==> config.mk <==
export PLATFORM = sky130hd
export DESIGN_NAME = mux4_rr_arb
export DESIGN_NICKNAME = d
export VERILOG_FILES = /design/src/rtl/mux4_rr_arb.sv
export SDC_FILE = /design/constraint.sdc
export NUM_CORES = 1
export LEC_CHECK = 0
export ABC_AREA = 1
export CELL_PAD_IN_SITES_DETAIL_PLACEMENT = 0
export CELL_PAD_IN_SITES_GLOBAL_PLACEMENT = 2
export CORE_ASPECT_RATIO = 2
export CORE_MARGIN = 2
export CORE_UTILIZATION = 22
export CTS_BUF_LIST = sky130_fd_sc_hd__clkbuf_8 sky130_fd_sc_hd__clkbuf_16
export DETAILED_ROUTE_END_ITERATION = 6
export GPL_TIMING_DRIVEN = 0
export PLACE_DENSITY_LB_ADDON = 0.1
export SYNTH_ARGS = -nofsm -noshare
export SYNTH_HDL_FRONTEND = slang
export SYNTH_SLANG_ARGS = --single-unit
==> constraint.sdc <==
create_clock -name i_clk -period 2.2 [get_ports i_clk]
set_input_delay 0.44 -clock i_clk [delete_from_list [all_inputs] [get_ports i_clk]]
set_output_delay 0.44 -clock i_clk [all_outputs]
set_load 0.005 [all_outputs]
==> src/rtl/mux4_rr_arb.sv <==
// Four-input round-robin arbiter/mux with ready/valid output and grant timeout.
// One transfer at a time; every completion or timeout returns through IDLE.
module mux4_rr_arb #(
  parameter int DW = 8,
  parameter int TO = 15
) (
  input  logic          i_clk,
  input  logic          i_rstn,
  input  logic [3:0]    i_req,
  input  logic [DW-1:0] i_in0,
  input  logic [DW-1:0] i_in1,
  input  logic [DW-1:0] i_in2,
  input  logic [DW-1:0] i_in3,
  input  logic          i_ready,
  output logic [3:0]    o_gnt,
  output logic          o_valid,
  output logic [DW-1:0] o_data,
  output logic          o_err
);

  typedef enum logic {IDLE, GRANT} state_t;

  localparam logic [7:0] TO_CNT = 8'(TO);

  state_t     state, state_n;
  logic [3:0] gnt_n;
  logic       valid_n;
  logic       err_n;
  logic [1:0] ptr, ptr_n;
  logic [1:0] gidx, gidx_n;
  logic [7:0] stall_cnt, stall_cnt_n;

  logic [1:0] pick_idx;
  logic       pick_hit;
  logic [1:0] cand;

  // Search starts just after the last served index so it has lowest priority.
  always_comb begin
    pick_idx = '0;
    pick_hit = 1'b0;
    cand     = '0;
    for (int k = 1; k <= 4; k++) begin
      cand = ptr + 2'(k);
      if (!pick_hit && i_req[cand]) begin
        pick_hit = 1'b1;
        pick_idx = cand;
      end
    end
  end

  always_comb begin
    state_n     = state;
    gnt_n       = o_gnt;
    valid_n     = o_valid;
    err_n       = 1'b0;
    ptr_n       = ptr;
    gidx_n      = gidx;
    stall_cnt_n = stall_cnt;
    case (state)
      IDLE: begin
        if (pick_hit) begin
          state_n     = GRANT;
          gidx_n      = pick_idx;
          gnt_n       = 4'b0001 << pick_idx;
          valid_n     = 1'b1;
          stall_cnt_n = '0;
        end
      end
      GRANT: begin
        // Handshake wins over a timeout landing in the same cycle.
        if (i_ready) begin
          state_n = IDLE;
          gnt_n   = '0;
          valid_n = 1'b0;
          ptr_n   = gidx;
        end else if ((TO != 0) && (stall_cnt == TO_CNT)) begin
          state_n = IDLE;
          gnt_n   = '0;
          valid_n = 1'b0;
          ptr_n   = gidx;
          err_n   = 1'b1;
        end else if (stall_cnt != 8'hFF) begin
          stall_cnt_n = stall_cnt + 8'd1;
        end
      end
      default: begin
        state_n = IDLE;
        gnt_n   = '0;
        valid_n = 1'b0;
      end
    endcase
  end

  always_ff @(posedge i_clk) begin
    if (!i_rstn) begin
      state     <= IDLE;
      o_gnt     <= '0;
      o_valid   <= 1'b0;
      o_err     <= 1'b0;
      ptr       <= 2'd3;
      gidx      <= '0;
      stall_cnt <= '0;
    end else begin
      state     <= state_n;
      o_gnt     <= gnt_n;
      o_valid   <= valid_n;
      o_err     <= err_n;
      ptr       <= ptr_n;
      gidx      <= gidx_n;
      stall_cnt <= stall_cnt_n;
    end
  end

  // Data follows the granted input live and is forced to zero when not offered.
  always_comb begin
    o_data = '0;
    if (o_valid) begin
      case (gidx)
        2'd0:    o_data = i_in0;
        2'd1:    o_data = i_in1;
        2'd2:    o_data = i_in2;
        default: o_data = i_in3;
      endcase
    end
  end

endmodule

# [Word-level counts from Yosys, hierarchy flattened]
# Cells that the tools add are included.
[op_classes] n_reduce_logical=13 add_sub_neg=4 order_cmp=4 shifts=1 bitwise=2 n_eq_ne=9 mux=38
[op_table] operator="8-bit 2-to-1 mux" n=5
[op_table] operator="8-bit case mux with 3 select lines" n=1
[op_table] operator="8-bit case mux with 2 select lines" n=1
[op_table] operator="1-bit 2-to-1 mux" n=15
[op_table] operator="2-bit by 3-bit < comparator with 1-bit output, second input constant" n=4
[op_table] operator="2-bit 2-to-1 mux" n=6
[op_table] operator="4-bit 2-to-1 mux" n=3
[op_table] operator="8-bit by 1-bit adder with 8-bit output, second input constant" n=1
[op_table] operator="1-bit binary-select mux with 2-bit select" n=4
[op_table] operator="8-bit by 4-bit equality test with 1-bit output, second input constant" n=1
[op_table] operator="8-bit inequality test, second input constant" n=1
[op_table] operator="4-bit case mux with 2 select lines" n=1
[op_table] operator="2-bit inequality test, second input constant" n=3
[op_table] operator="2-bit AND reduction" n=3
[op_table] operator="2-bit adder, second input constant" n=2
[op_table] operator="1-bit case mux with 2 select lines" n=2
[op_table] operator="4-bit AND reduction" n=1
[op_table] operator="1-bit by 2-bit left shift with 4-bit output, first input constant" n=1
[op_table] operator="1-bit logical AND" n=3
[op_table] operator="1-bit logical NOT" n=3
[op_table] operator="3-bit by 2-bit inequality test with 1-bit output, second input constant" n=1
[op_table] operator="3-bit OR reduction" n=1
[op_table] operator="2-bit by 1-bit adder with 2-bit output, second input constant" n=1
[op_table] operator="2-bit by 1-bit equality test with 1-bit output, second input constant" n=1
[op_table] operator="5 further kinds" n=6
[word_totals] ff_bits=19

# [Logic depth before layout (Yosys ltp)]
# Gate-level depths: netlist of the first run.
[logic_depth] depth_word=16 mapped_depth=14 depth_no_buf=13

# [Worst setup path after synthesis of the first run]
# Ideal clock, no wire load.
[synth_path] kind="register -> register" startpoint="register stall_cnt[0]" endpoint="register stall_cnt[6]" required_time_ns=2.083 slack_ns=0.642 stages_incl_launch_ff=9 setup_ns=0.117 arrival_ns=1.442 period_less_slack_ns=1.558 cell_sequence="dfxtp_1 > ha_1 > nand2_1 > nor3_1 > nand2_1 > o21ai_4 > nand2_2 > a21oi_1 > nor2_1"
[synth_via] elab_chain_len=5
[synth_rtl] element="start: declaration" line="31" rtl="logic [7:0] stall_cnt, stall_cnt_n;"
[synth_rtl] element="start signal: assignment" line="110" rtl="stall_cnt <= stall_cnt_n;"
[synth_rtl] element="8-bit by 1-bit adder with 8-bit output" line="83" rtl="stall_cnt_n = stall_cnt + 8'd1;"
[synth_rtl] element="8-bit 2-to-1 mux" line="82" rtl="end else if (stall_cnt != 8'hFF) begin"
[synth_rtl] element="8-bit 2-to-1 mux" line="76" rtl="end else if ((TO != 0) && (stall_cnt == TO_CNT)) begin"
[synth_rtl] element="8-bit 2-to-1 mux" line="71" rtl="if (i_ready) begin"
[synth_rtl] element="8-bit case mux with 2 select lines" line="59" rtl="case (state)"
# Several ways; a longest one is shown, not always the timed one. The select of a mux whose other input is x is not followed.
# A chain may end at the register's enable or synchronous reset.

# [Worst setup path in the final report of the first run]
[layout_path] startpoint="input i_in1[0]" endpoint="output o_data[0]"
[layout_via] elab_chain_len=2
[layout_rtl] element="start: declaration" line="11" rtl="input logic [DW-1:0] i_in1,"
[layout_rtl] element="8-bit case mux with 3 select lines" line="118" rtl="case (gidx)"
[layout_rtl] element="8-bit 2-to-1 mux" line="117" rtl="if (o_valid) begin"
[layout_rtl] element="end: declaration" line="17" rtl="output logic [DW-1:0] o_data,"
# Every way passes these cells.

==> results of run 1 <==
[cells in the final DEF, fill, tap and decap left out, drive strengths merged]
| master | instances |
|---|---|
| clkinv | 1 |
| o21ai | 15 |
| xor2 | 4 |
| nor3 | 1 |
| clkbuf | 5 |
| clkdlybuf4s50 | 46 |
| o211ai | 11 |
| a21oi | 14 |
| dlymetal6s2s | 6 |
| nor2 | 18 |
| nand4 | 3 |
| buf | 4 |
| nand3 | 24 |
| nor4 | 1 |
| a21boi | 1 |
| dfxtp | 19 |
| inv | 31 |
| ha | 1 |
| nand2 | 74 |
[logic make-up after synthesis]
group / count (synthesis) / share of synthesized area
flops: 19 / 0.275
simple gates: 121 / 0.392
xor+xnor: 4 / 0.0253
fa+ha+maj: 1 / 0.00904
compound gates: 41 / 0.178
buf+inv: 38 / 0.120
[worst reg2reg max path: stages (launching register included)]
cell	delay, ns
dfxtp_1	0.36
ha_1	0.22
nand2_1	0.11
nor3_1	0.23
nand2_1	0.14
o21ai_4	0.29
nand2_2	0.20
a21oi_1	0.16
nor2_1	0.06
[power breakdown]
| part | total, W | switching (W) | leakage [nW] | internal [W] |
|---|---|---|---|---|
| logic | 0.000564 | 0.000302 | 0.813 | 0.000263 |
| clock network | 0.000377 | 0.000133 | 0.0409 | 0.000244 |
| registers | 0.000412 | 0.0000345 | 0.156 | 0.000377 |
[state kept, by name (all words and copies together), names as in the netlist]
| signal | cells |
|---|---|
| stall_cnt | 8 |
| state | 1 |
| ptr | 2 |
| gidx | 2 |
| o_valid | 1 |
| o_err | 1 |
| o_gnt | 4 |
[routing by layer]
| metal | vias to the layer above | GRT usage | part of all wire |
|---|---|---|---|
| li1 | 833 | - | - |
| met1 | 693 | 0.130 | 0.34 |
| met2 | 34 | 0.298 | 0.60 |
| met3 | 10 | 0.0144 | 0.028 |
| met4 | 0 | 0.0607 | 0.033 |
| met5 | - | 0 | 0 |
[layout make-up]
class,instances,area [sq um],area share
Sequential cell,19,385,0.180
Inverter,31,121,0.0568
Tap cell,84,105,0.0492
Buffer,6,58.8,0.0275
Multi-Input combinational cell,167,850,0.398
Timing Repair Buffer,52,536,0.251
Clock inverter,1,5.00,0.00234
Clock buffer,3,75.1,0.0351
[stage by stage]
| step | utilization | setup slack [ns] | instance area, sq um | setup TNS, ns |
|---|---|---|---|---|
| after floorplan | - | 0.642 | 1380 | 0 |
| after detailed placement | 0.332 | -0.0297 | 2010 | -0.101 |
| after global placement | 0.332 | -0.0162 | 2010 | -0.0236 |
| after CTS | 0.350 | 0.00339 | 2120 | 0 |
| final | 0.353 | 0.0843 | 2140 | 0 |
| after global routing | 0.353 | 0.00878 | 2140 | 0 |
[how the worst max path moves through the flow]
stage,to,slack [ns]
after floorplan,stall_cnt[6],0.64
after global placement,o_data[2],-0.02
after detailed placement,o_data[6],-0.03
after CTS,o_data[2],0.003
after global routing,o_data[5],0.009
final,o_data[0],0.08
==> metrics, run 1 <==
syn_area_per_cell 6.18 sq um; Layout Skew slightly below 0.005 ns; Levels on crit path 6; initial drt markers 58; hold_sp o_gnt[2]; top cell type's share of synthesized area 0.275; ANT cells 0; Synth area leaders dfxtp_1 (27%), nand2_1 (16%), nand3_1 (8.3%); Non-Filler Instances roughly 360; Num Clock Sinks 19; first-pass GRT wire length 7450 microns; Top delay family on crit path buffers and inverters; Site Rows 40; synthesized instance count approximately 220; area of the core between 6000 and 7000 sq um; CP Data Arrival Time 1.68 ns; Critical Path RT 1.76 ns; Vias 1570; post-synthesis instance area 1380 sq um; worst path cell trace clkdlybuf4s50_1 > o21ai_0 > nand3_1 > o211ai_1 > inv_1 > clkdlybuf4s50_1; Layout Nets 320; DP Cell Count 360; clock tree buffer depth 2; final worst path period share 0.962; slew margin rel. 0.656; Hold EP o_gnt[2]; initial antenna violation count 0; CTS tree yes; share of layout cells above drive strength 1 0.125; gr ovfl total 0; R2R Path End stall_cnt[2]; All-Layer GR Usage 0.144; Primary FF master, synth dfxtp_1; total of warnings raised by yosys 0; WP buf/inv 3; RSZ-0062 raised after global routing no; CTS buffer count 3; Yosys cell types 23; Reg2Reg Depth 8; Pleak just over 1 nW; fillcell total ~700; Chip Height 116 microns; Slowest cell on crit path clkdlybuf4s50_1; CP Capture Type output pin; vias in the first global route about 1600; htree depth 1; area leader, netlist dfxtp_1; I/O Buffers 52; hold depth 2; DR WL/cell 13.4 microns; DRC violations left 0; minimum clock period 2.12 ns; HPWL after DPL 3940 microns; Setup Fix Bufs, Post-CTS 0; FMAX 0.473 GHz; FFs w/ async S/R, synth 0; largest net degree at the start of global routing 12; Slew @ Worst Pin between 0.5 and 0.6 ns; Post-synth top cells nand2_1 (60), inv_1 (29), nand3_1 (23); syn nets 264; max incr delay on CP 0.49 ns; Hold Crit Class flop to flop; worst hold margin 0.483 ns; hold buffer count at CTS 0; Routed Antenna Nets 0; Crit Path Category input pin to output pin; Clk Latency, worst-skew pair ~0.25 ns; MaxCap Viol Count 0; Starting Density 0.229; r2r setup slk 0.33 ns; RR Startpoint stall_cnt[0]; Clock Tree Root clkbuf_16; I/O pins 53; # resized after CTS 10; final setup fails 0; Via density 4.33; Synth Register Bits 19; Final Slew Violations 0; worst setup path startpoint i_in1[0]; CP most frequent cell clkdlybuf4s50_1; sequential element share of the synthesized area 0.275; drt pass-1 iters 4; status finished clean; Die W 60.1 microns; Power Total 0.00135 W; top-count cell post-synth nand2_1; Total Wirelength 4860 microns; Die ar. 6980 sq um; P&R area growth vs syn 54.3%; clk slew on worst S/H paths 0.06 ns; Power Dens Cells 634 nW/um^2; number of synthesized flops with an enable pin 0; crit-path max FO 1; Setup crit start kind input pin; GP Congestion 0.738; final hold violation count 0; worst vdd rail ir drop between 0.3 and 0.4 mV
Note: power is estimated with default switching activity, not from simulation.
==> run 2, diff against run 1 <==
- GPL_ROUTABILITY_DRIVEN: unset -> 1
==> results of run 2 <==
Final layout, timing and power as in run 1 (identical DEF).
==> run 3, diff against run 2 <==
- HOLD_SLACK_MARGIN: unset -> 0.06
- SKIP_LAST_GASP: unset -> 1
- SLEW_MARGIN: unset -> 15
==> results of run 3 <==
Final layout, timing and power as in run 1 (identical DEF).
